===== src/rtl/sd_xfer_sched_if.sv =====
// Host-request, engine-pin and status bundle for the SD transaction scheduler.
// The scheduler takes the slave side; the host/engine environment takes the master side.
interface sd_xfer_sched_if;
  logic wr_req;
  logic rd_req;
  logic err_clr;
  logic init_o;
  logic init_CSn;
  logic init_MOSI;
  logic wr_ok;
  logic wr_CSn;
  logic wr_MOSI;
  logic rd_ok;
  logic rd_CSn;
  logic rd_MOSI;
  logic init_rst_n;
  logic wr_rst_n;
  logic rd_rst_n;
  logic write_seq;
  logic read_seq;
  logic SD_CSn;
  logic SD_MOSI;
  logic init_done;
  logic busy;
  logic wr_done;
  logic rd_done;
  logic err;

  modport slave (
    input  wr_req, rd_req, err_clr,
    input  init_o, init_CSn, init_MOSI,
    input  wr_ok, wr_CSn, wr_MOSI,
    input  rd_ok, rd_CSn, rd_MOSI,
    output init_rst_n, wr_rst_n, rd_rst_n,
    output write_seq, read_seq, SD_CSn, SD_MOSI,
    output init_done, busy, wr_done, rd_done, err
  );

  modport master (
    output wr_req, rd_req, err_clr,
    output init_o, init_CSn, init_MOSI,
    output wr_ok, wr_CSn, wr_MOSI,
    output rd_ok, rd_CSn, rd_MOSI,
    input  init_rst_n, wr_rst_n, rd_rst_n,
    input  write_seq, read_seq, SD_CSn, SD_MOSI,
    input  init_done, busy, wr_done, rd_done, err
  );
endinterface


===== src/rtl/sd_xfer_sched.sv =====
// SD SPI transaction scheduler: runs card init, then arbitrates block writes and
// reads onto the card bus, owning CSn/MOSI and holding idle engines in reset.
module sd_xfer_sched #(
  parameter int INIT_TO = 65535,
  parameter int XFER_TO = 4095,
  parameter int CNT_W   = 16
) (
  input  logic           SD_CK,
  input  logic           rst,
  sd_xfer_sched_if.slave bus
);

  typedef enum logic [3:0] {
    S_INIT, S_IDLE,
    S_WR_ARM, S_WR_SEQ, S_WR_WAIT,
    S_RD_ARM, S_RD_SEQ, S_RD_WAIT,
    S_ERR
  } state_e;

  typedef enum logic [1:0] {SEL_NONE, SEL_INIT, SEL_WR, SEL_RD} sel_e;

  localparam logic [CNT_W-1:0] INIT_LIM = CNT_W'(INIT_TO);
  localparam logic [CNT_W-1:0] XFER_LIM = CNT_W'(XFER_TO);

  state_e           state_q, state_d;
  sel_e             sel_q, sel_d;
  logic [CNT_W-1:0] cnt_q, cnt_d, cnt_lim;
  logic             pend_wr_q, pend_wr_d, pend_rd_q, pend_rd_d;
  logic             last_wr_q, last_wr_d;
  logic             init_rst_n_q, init_rst_n_d;
  logic             wr_rst_n_q, wr_rst_n_d;
  logic             rd_rst_n_q, rd_rst_n_d;
  logic             write_seq_q, write_seq_d;
  logic             read_seq_q, read_seq_d;
  logic             init_done_q, init_done_d;
  logic             busy_q, busy_d;
  logic             wr_done_q, wr_done_d;
  logic             rd_done_q, rd_done_d;
  logic             err_q, err_d;
  logic             clr_wr, clr_rd, pick_wr;

  always_comb begin
    // NOTE: every always_comb output gets a default first so no path can infer a latch.
    state_d     = state_q;
    sel_d       = sel_q;
    pend_wr_d   = pend_wr_q;
    pend_rd_d   = pend_rd_q;
    last_wr_d   = last_wr_q;
    init_done_d = init_done_q;
    err_d       = err_q;
    wr_done_d   = 1'b0;
    rd_done_d   = 1'b0;
    clr_wr      = 1'b0;
    clr_rd      = 1'b0;
    // On a tie, serve the opposite of whichever engine finished last.
    pick_wr     = pend_wr_q && (!pend_rd_q || !last_wr_q);
    cnt_lim     = (state_q == S_INIT) ? INIT_LIM : XFER_LIM;

    case (state_q)
      S_INIT: begin
        if (bus.init_o) begin
          init_done_d = 1'b1;
          sel_d       = SEL_NONE;
          state_d     = S_IDLE;
        end else if (cnt_q == INIT_LIM) begin
          state_d = S_ERR;
        end
      end
      S_IDLE: begin
        if (pick_wr) begin
          sel_d   = SEL_WR;
          state_d = S_WR_ARM;
        end else if (pend_rd_q) begin
          sel_d   = SEL_RD;
          state_d = S_RD_ARM;
        end
      end
      S_WR_ARM: state_d = S_WR_SEQ;
      S_WR_SEQ: state_d = S_WR_WAIT;
      S_WR_WAIT: begin
        if (bus.wr_ok) begin
          wr_done_d = 1'b1;
          clr_wr    = 1'b1;
          last_wr_d = 1'b1;
          sel_d     = SEL_NONE;
          state_d   = S_IDLE;
        end else if (cnt_q == XFER_LIM) begin
          state_d = S_ERR;
        end
      end
      S_RD_ARM: state_d = S_RD_SEQ;
      S_RD_SEQ: state_d = S_RD_WAIT;
      S_RD_WAIT: begin
        if (bus.rd_ok) begin
          rd_done_d = 1'b1;
          clr_rd    = 1'b1;
          last_wr_d = 1'b0;
          sel_d     = SEL_NONE;
          state_d   = S_IDLE;
        end else if (cnt_q == XFER_LIM) begin
          state_d = S_ERR;
        end
      end
      S_ERR: begin
        if (bus.err_clr) begin
          err_d       = 1'b0;
          init_done_d = 1'b0;
          sel_d       = SEL_INIT;
          state_d     = S_INIT;
        end
      end
      default: begin
        sel_d   = SEL_INIT;
        state_d = S_INIT;
      end
    endcase

    // Entry to ERR drops all pending work; while in ERR, requests are ignored.
    if (state_d == S_ERR && state_q != S_ERR) begin
      err_d     = 1'b1;
      sel_d     = SEL_NONE;
      pend_wr_d = 1'b0;
      pend_rd_d = 1'b0;
    end else if (state_q != S_ERR) begin
      pend_wr_d = (pend_wr_q && !clr_wr) || bus.wr_req;
      pend_rd_d = (pend_rd_q && !clr_rd) || bus.rd_req;
    end

    if (state_d != state_q)  cnt_d = '0;
    else if (cnt_q != cnt_lim) cnt_d = cnt_q + 1'b1;
    else                     cnt_d = cnt_q;

    // Engine resets lag sel by one cycle, so a deselected engine always sees a reset cycle.
    init_rst_n_d = (sel_q == SEL_INIT);
    wr_rst_n_d   = (sel_q == SEL_WR);
    rd_rst_n_d   = (sel_q == SEL_RD);
    write_seq_d  = (state_d == S_WR_SEQ);
    read_seq_d   = (state_d == S_RD_SEQ);
    busy_d       = (state_d != S_IDLE);
  end

  // NOTE: sequential state uses non-blocking assignments so every flop samples pre-edge values.
  always_ff @(posedge SD_CK or posedge rst) begin
    if (rst) begin
      state_q      <= S_INIT;
      sel_q        <= SEL_INIT;
      cnt_q        <= '0;
      pend_wr_q    <= 1'b0;
      pend_rd_q    <= 1'b0;
      last_wr_q    <= 1'b0;
      init_rst_n_q <= 1'b0;
      wr_rst_n_q   <= 1'b0;
      rd_rst_n_q   <= 1'b0;
      write_seq_q  <= 1'b0;
      read_seq_q   <= 1'b0;
      init_done_q  <= 1'b0;
      busy_q       <= 1'b1;
      wr_done_q    <= 1'b0;
      rd_done_q    <= 1'b0;
      err_q        <= 1'b0;
    end else begin
      state_q      <= state_d;
      sel_q        <= sel_d;
      cnt_q        <= cnt_d;
      pend_wr_q    <= pend_wr_d;
      pend_rd_q    <= pend_rd_d;
      last_wr_q    <= last_wr_d;
      init_rst_n_q <= init_rst_n_d;
      wr_rst_n_q   <= wr_rst_n_d;
      rd_rst_n_q   <= rd_rst_n_d;
      write_seq_q  <= write_seq_d;
      read_seq_q   <= read_seq_d;
      init_done_q  <= init_done_d;
      busy_q       <= busy_d;
      wr_done_q    <= wr_done_d;
      rd_done_q    <= rd_done_d;
      err_q        <= err_d;
    end
  end

  // Engines drive their pins on negedge, so the mux stays combinational on registered sel.
  always_comb begin
    bus.SD_CSn  = 1'b1;
    bus.SD_MOSI = 1'b1;
    case (sel_q)
      SEL_INIT: begin bus.SD_CSn = bus.init_CSn; bus.SD_MOSI = bus.init_MOSI; end
      SEL_WR:   begin bus.SD_CSn = bus.wr_CSn;   bus.SD_MOSI = bus.wr_MOSI;   end
      SEL_RD:   begin bus.SD_CSn = bus.rd_CSn;   bus.SD_MOSI = bus.rd_MOSI;   end
      default:  begin bus.SD_CSn = 1'b1;         bus.SD_MOSI = 1'b1;          end
    endcase
  end

  assign bus.init_rst_n = init_rst_n_q;
  assign bus.wr_rst_n   = wr_rst_n_q;
  assign bus.rd_rst_n   = rd_rst_n_q;
  assign bus.write_seq  = write_seq_q;
  assign bus.read_seq   = read_seq_q;
  assign bus.init_done  = init_done_q;
  assign bus.busy       = busy_q;
  assign bus.wr_done    = wr_done_q;
  assign bus.rd_done    = rd_done_q;
  assign bus.err        = err_q;

endmodule


===== src/flat_wrapper.sv =====
// flat-port wrapper written by rule: the top's interface ports become plain ports
module sd_xfer_sched_flat 
#(
  parameter int INIT_TO = 65535,
  parameter int XFER_TO = 4095,
  parameter int CNT_W   = 16
)
  (SD_CK, rst, bus_wr_req, bus_rd_req, bus_err_clr, bus_init_o, bus_init_CSn, bus_init_MOSI, bus_wr_ok, bus_wr_CSn, bus_wr_MOSI, bus_rd_ok, bus_rd_CSn, bus_rd_MOSI, bus_init_rst_n, bus_wr_rst_n, bus_rd_rst_n, bus_write_seq, bus_read_seq, bus_SD_CSn, bus_SD_MOSI, bus_init_done, bus_busy, bus_wr_done, bus_rd_done, bus_err);
  sd_xfer_sched_if bus_i ();
  input  logic SD_CK;
  input  logic rst;
  input wire logic [$bits(bus_i.wr_req)-1:0] bus_wr_req;
  input wire logic [$bits(bus_i.rd_req)-1:0] bus_rd_req;
  input wire logic [$bits(bus_i.err_clr)-1:0] bus_err_clr;
  input wire logic [$bits(bus_i.init_o)-1:0] bus_init_o;
  input wire logic [$bits(bus_i.init_CSn)-1:0] bus_init_CSn;
  input wire logic [$bits(bus_i.init_MOSI)-1:0] bus_init_MOSI;
  input wire logic [$bits(bus_i.wr_ok)-1:0] bus_wr_ok;
  input wire logic [$bits(bus_i.wr_CSn)-1:0] bus_wr_CSn;
  input wire logic [$bits(bus_i.wr_MOSI)-1:0] bus_wr_MOSI;
  input wire logic [$bits(bus_i.rd_ok)-1:0] bus_rd_ok;
  input wire logic [$bits(bus_i.rd_CSn)-1:0] bus_rd_CSn;
  input wire logic [$bits(bus_i.rd_MOSI)-1:0] bus_rd_MOSI;
  output wire logic [$bits(bus_i.init_rst_n)-1:0] bus_init_rst_n;
  output wire logic [$bits(bus_i.wr_rst_n)-1:0] bus_wr_rst_n;
  output wire logic [$bits(bus_i.rd_rst_n)-1:0] bus_rd_rst_n;
  output wire logic [$bits(bus_i.write_seq)-1:0] bus_write_seq;
  output wire logic [$bits(bus_i.read_seq)-1:0] bus_read_seq;
  output wire logic [$bits(bus_i.SD_CSn)-1:0] bus_SD_CSn;
  output wire logic [$bits(bus_i.SD_MOSI)-1:0] bus_SD_MOSI;
  output wire logic [$bits(bus_i.init_done)-1:0] bus_init_done;
  output wire logic [$bits(bus_i.busy)-1:0] bus_busy;
  output wire logic [$bits(bus_i.wr_done)-1:0] bus_wr_done;
  output wire logic [$bits(bus_i.rd_done)-1:0] bus_rd_done;
  output wire logic [$bits(bus_i.err)-1:0] bus_err;
  assign bus_i.wr_req = bus_wr_req;
  assign bus_i.rd_req = bus_rd_req;
  assign bus_i.err_clr = bus_err_clr;
  assign bus_i.init_o = bus_init_o;
  assign bus_i.init_CSn = bus_init_CSn;
  assign bus_i.init_MOSI = bus_init_MOSI;
  assign bus_i.wr_ok = bus_wr_ok;
  assign bus_i.wr_CSn = bus_wr_CSn;
  assign bus_i.wr_MOSI = bus_wr_MOSI;
  assign bus_i.rd_ok = bus_rd_ok;
  assign bus_i.rd_CSn = bus_rd_CSn;
  assign bus_i.rd_MOSI = bus_rd_MOSI;
  assign bus_init_rst_n = bus_i.init_rst_n;
  assign bus_wr_rst_n = bus_i.wr_rst_n;
  assign bus_rd_rst_n = bus_i.rd_rst_n;
  assign bus_write_seq = bus_i.write_seq;
  assign bus_read_seq = bus_i.read_seq;
  assign bus_SD_CSn = bus_i.SD_CSn;
  assign bus_SD_MOSI = bus_i.SD_MOSI;
  assign bus_init_done = bus_i.init_done;
  assign bus_busy = bus_i.busy;
  assign bus_wr_done = bus_i.wr_done;
  assign bus_rd_done = bus_i.rd_done;
  assign bus_err = bus_i.err;
  sd_xfer_sched #(.INIT_TO(INIT_TO), .XFER_TO(XFER_TO), .CNT_W(CNT_W)) u_core (.SD_CK(SD_CK), .rst(rst), .bus(bus_i));
endmodule

===== config.mk =====
export PLATFORM = sky130hd
export DESIGN_NAME = sd_xfer_sched_flat
export DESIGN_NICKNAME = d
export VERILOG_FILES = /design/src/rtl/sd_xfer_sched_if.sv /design/src/rtl/sd_xfer_sched.sv /design/src/flat_wrapper.sv
export SDC_FILE = /design/constraint.sdc
export NUM_CORES = 1
export LEC_CHECK = 0
export ABC_AREA = 1
export ABC_CLOCK_PERIOD_IN_PS = 4200
export CELL_PAD_IN_SITES_DETAIL_PLACEMENT = 1
export CELL_PAD_IN_SITES_GLOBAL_PLACEMENT = 2
export CORE_MARGIN = 4
export CORE_UTILIZATION = 34
export DETAILED_ROUTE_END_ITERATION = 6
export PLACE_DENSITY = 0.89
export SLEW_MARGIN = 20
export SYNTH_ARGS = -nofsm -noshare
export SYNTH_HDL_FRONTEND = slang
export SYNTH_SLANG_ARGS = --single-unit

===== constraint.sdc =====
create_clock -name SD_CK -period 4.2 [get_ports SD_CK]
set_input_delay 0.63 -clock SD_CK [delete_from_list [all_inputs] [get_ports SD_CK]]
set_output_delay 0.63 -clock SD_CK [all_outputs]
set_load 0.02 [all_outputs]

==> impl_metrics.csv <==
group,metric,value,unit
status,status,"finished, final reports clean",
final_layout,fin_util,43.3,%
timing,finalClockSkew,13.1,ps
hold_path,min_to,"u_core.sel_q[0]$_DFFE_PP1P_",
synthesis,synth_edf_count,0,
critical_path,critPathKind,"primary input to output port",
critical_path,end_kind,"output port",
timing,worst_pin_slew,550,ps
detailed_routing,ant_nets,0,
critical_path,cp_num_buf_inv,2,
critical_path,r2r-end,"u_core.cnt_q[9]$_DFFE_PP0P_",
synthesis,ys_seq_elements,35,
floorplanning,start_util,34.9,%
final_layout,diodes,0,
timing,relSlewSlack,63.3,%
clock_tree,cts_sinks,35,
synthesis,ys_types,31,
synthesis,yosysMostFrequentCell,"nand2_1",
placed_design,place_area,0.00223,sq mm
clock_tree,htree_num_levels,2,
floorplanning,die_w,83.0,um
power_and_ir_drop,power.density,610,mW/mm^2
synthesis,synth_top_area_share,43.2,%
timing,rsz0062_at_grt,"no",
hold_path,hp-start,"u_core.sel_q[0]$_DFFE_PP1P_",
timing,worst_slack,1740,ps
critical_path,reg2reg_depth,9,
synthesis,yosys-top-cells-area,"dfrtp_1, nand2_1, inv_1, nor2_1, nand3_1",
synthesis,syn_nets,260,
timing,finalSetupViolations,0,
timing,drv_slew,0,
final_layout,num-nets-final,290,
power_and_ir_drop,max-vdd-ir-drop,0.000354,V
timing,post-route-min-period,2460,ps
global_routing,grt_max_degree,27,
clock_tree,cts-resized-gates,0,
timing,fmax,406,MHz
critical_path,critPathMaxStageDelay,600,ps
floorplanning,fp-row-count,27,
critical_path,critPathMaxFanout,1,
placed_design,dp_hpwl,3620,um
synthesis,synth.largest_area_cell,"dfrtp_1",
timing,finalCritPeriodShare,58.7,%
power_and_ir_drop,total_power,1.44,mW
clock_tree,clockRootBuffer,"clkbuf_8",
final_layout,final_cells,348,
placed_design,place_inst,340,
final_layout,drive_gt1_share,13.0,%
synthesis,yosysWarnings,0,
critical_path,startpoint_type,"primary input",
placed_design,dp_slack,1730,ps
global_routing,grt_usage,14.7,%
synthesis,syn_avg_cell_area,7.80,sq um
synthesis,synthArstFlopShare,100,%
detailed_routing,drt_iter0_drc,55,
clock_tree,postCtsSetupRepairBufs,0,
synthesis,ys.flop_type,"dfrtp_1",
floorplanning,io_pins,26,
detailed_routing,routed_wl,4590,um
synthesis,synthCells,245,
critical_path,path_cells,"clkdlybuf4s50_1 -> o21ai_0 -> nand3_1 -> clkdlybuf4s50_1",
detailed_routing,via_count,1642,
detailed_routing,wl_per_cell,13.2,um
synthesis,syn-cell-area,0.00191,sq mm
timing,hold_ws,488,ps
placed_design,io_buffers,25,
timing,fin_tns_setup,0,ps
clock_tree,cts_buffers,5,
floorplanning,dieArea,0.00688,sq mm
hold_path,hold_path_class,"flop to flop",
clock_tree,postCtsHoldBufs,0,
clock_tree,cts_max_path_buffers,2,
detailed_routing,dr.pass1.iters,4,
critical_path,cp_common_cell,"clkdlybuf4s50_1",
timing,hold_viol,0,
global_routing,grt_overflow,0,
critical_path,rr_startpoint,"u_core.cnt_q[0]$_DFFE_PP0P_",
floorplanning,fp.dieH,83.0,um
detailed_routing,drc,0,
final_layout,fin_area,0.00237,sq mm
job,maxCapViolations,0,
critical_path,cp.arrival,1830,ps
global_routing,grt_pass1_vias,1818,
global_routing,antenna_found_initial,0,
power_and_ir_drop,leakagePower,1.11,nW
clock_tree,cts_tree,"yes",
critical_path,required,3570,ps
hold_path,hold_depth,2,
synthesis,ys_seq_area_share,46.0,%
floorplanning,core_region_area,0.00547,sq mm
global_routing,grt_pass1_wl,8350,um
final_layout,area_delta_synth_final,23.9,%
clock_tree,clkTransAtPathRegs,80,ps
placed_design,finalWeightedCongestion,0.775,
clock_tree,clk_latency,300,ps
synthesis,synthTopCellsByCount,"nand2_1, dfrtp_1, inv_1, nor2_1, nand3_1",
critical_path,worst_path_max_delay_cell,"clkdlybuf4s50_1",
critical_path,critPathTopFamily,"buffers and inverters",
critical_path,reg2reg_slack,2080,ps
detailed_routing,vias_per_cell,4.72,
## where the power goes
part           total, mW  internal (mW)  switching, mW
combinational      0.612          0.207          0.405
clock              0.368          0.237          0.130
sequential         0.463          0.406         0.0563
## flip-flops by register name, indices dropped and copies added (netlist names)
name,count
u_core.bus.wr_rst_n,1
u_core.bus.read_seq,1
u_core.cnt_q,16
u_core.bus.init_rst_n,1
u_core.last_wr_q,1
u_core.pend_rd_q,1
u_core.bus.rd_rst_n,1
u_core.pend_wr_q,1
u_core.bus.busy,1
u_core.bus.write_seq,1
u_core.bus.init_done,1
u_core.bus.wr_done,1
u_core.bus.err,1
u_core.sel_q,2
u_core.bus.rd_done,1
u_core.state_q,4
## how the worst max path moves through the flow
stage                                   to                        start  depth (start not counted)  slack (ps)
6_report                       bus_SD_MOSI                bus_init_MOSI                          4        1740
3_3_place_gp                   bus_SD_MOSI                bus_init_MOSI                          4        1750
5_1_grt                        bus_SD_MOSI                bus_init_MOSI                          4        1630
2_1_floorplan  u_core.cnt_q[3]$_DFFE_PP0P_  u_core.cnt_q[0]$_DFFE_PP0P_                         13        2480
4_1_cts                         bus_SD_CSn                 bus_init_CSn                          4        1720
3_5_place_dp                    bus_SD_CSn                 bus_init_CSn                          4        1730
## kinds of logic after synthesis
logic type      count (synthesis)  share of synthesized area [%]
simple gates                  146                           35.4
flops                          35                           46.0
xor+xnor                       11                           5.44
fa+ha+maj                       1                          0.655
compound gates                 16                           4.85
buf+inv                        36                           7.73
## layout make-up
type	instances	area (sq um)
fillers	690	3110
multi-input cells	174	885
flip-flops and latches	35	878
repair buffers	26	258
inverters	33	124
well taps	72	90.1
clock buffers	6	72.6
clock inverters	2	60.1
## layout by cell type, fill, tap and decap left out, types with 2 or more instances in the layout
| cell | netlist | layout |
|---|---|---|
| nand2_2 | 3 | 3 |
| nand3_1 | 20 | 20 |
| o31ai_1 | 2 | 2 |
| nor4_1 | 2 | 2 |
| nand2_1 | 66 | 66 |
| o21ai_0 | 8 | 8 |
| xor2_1 | 6 | 6 |
| bufinv_16 | 0 | 2 |
| nor3_1 | 5 | 5 |
| a21oi_1 | 2 | 2 |
| clkdlybuf4s50_1 | 0 | 25 |
| nand4_1 | 4 | 4 |
| inv_1 | 29 | 28 |
| xnor2_1 | 4 | 4 |
| dfrtp_1 | 33 | 33 |
| inv_2 | 4 | 5 |
| nor2_1 | 29 | 29 |
| dfstp_2 | 2 | 2 |
| nor2_2 | 12 | 12 |
| clkbuf_8 | 0 | 5 |
## worst reg2reg max path: cells and delay by family (launching register included)
kind / cells / cell delay, ps
adders and majority gates: 1 / 180
DFF: 1 / 390
and+or+nand+nor: 7 / 1230
xor gates and xnor gates: 1 / 200
## per-layer routing
metal  part of all wire, %  GRT usage, %  vias to the layer above
li1                      -             -                      822
met1                    44          17.9                      799
met2                    52          25.4                       19
met3                   3.7          4.46                        2
met4                  0.81          3.57                        0
met5                     0             0                        -
Note: power is estimated with default switching activity, not from simulation.
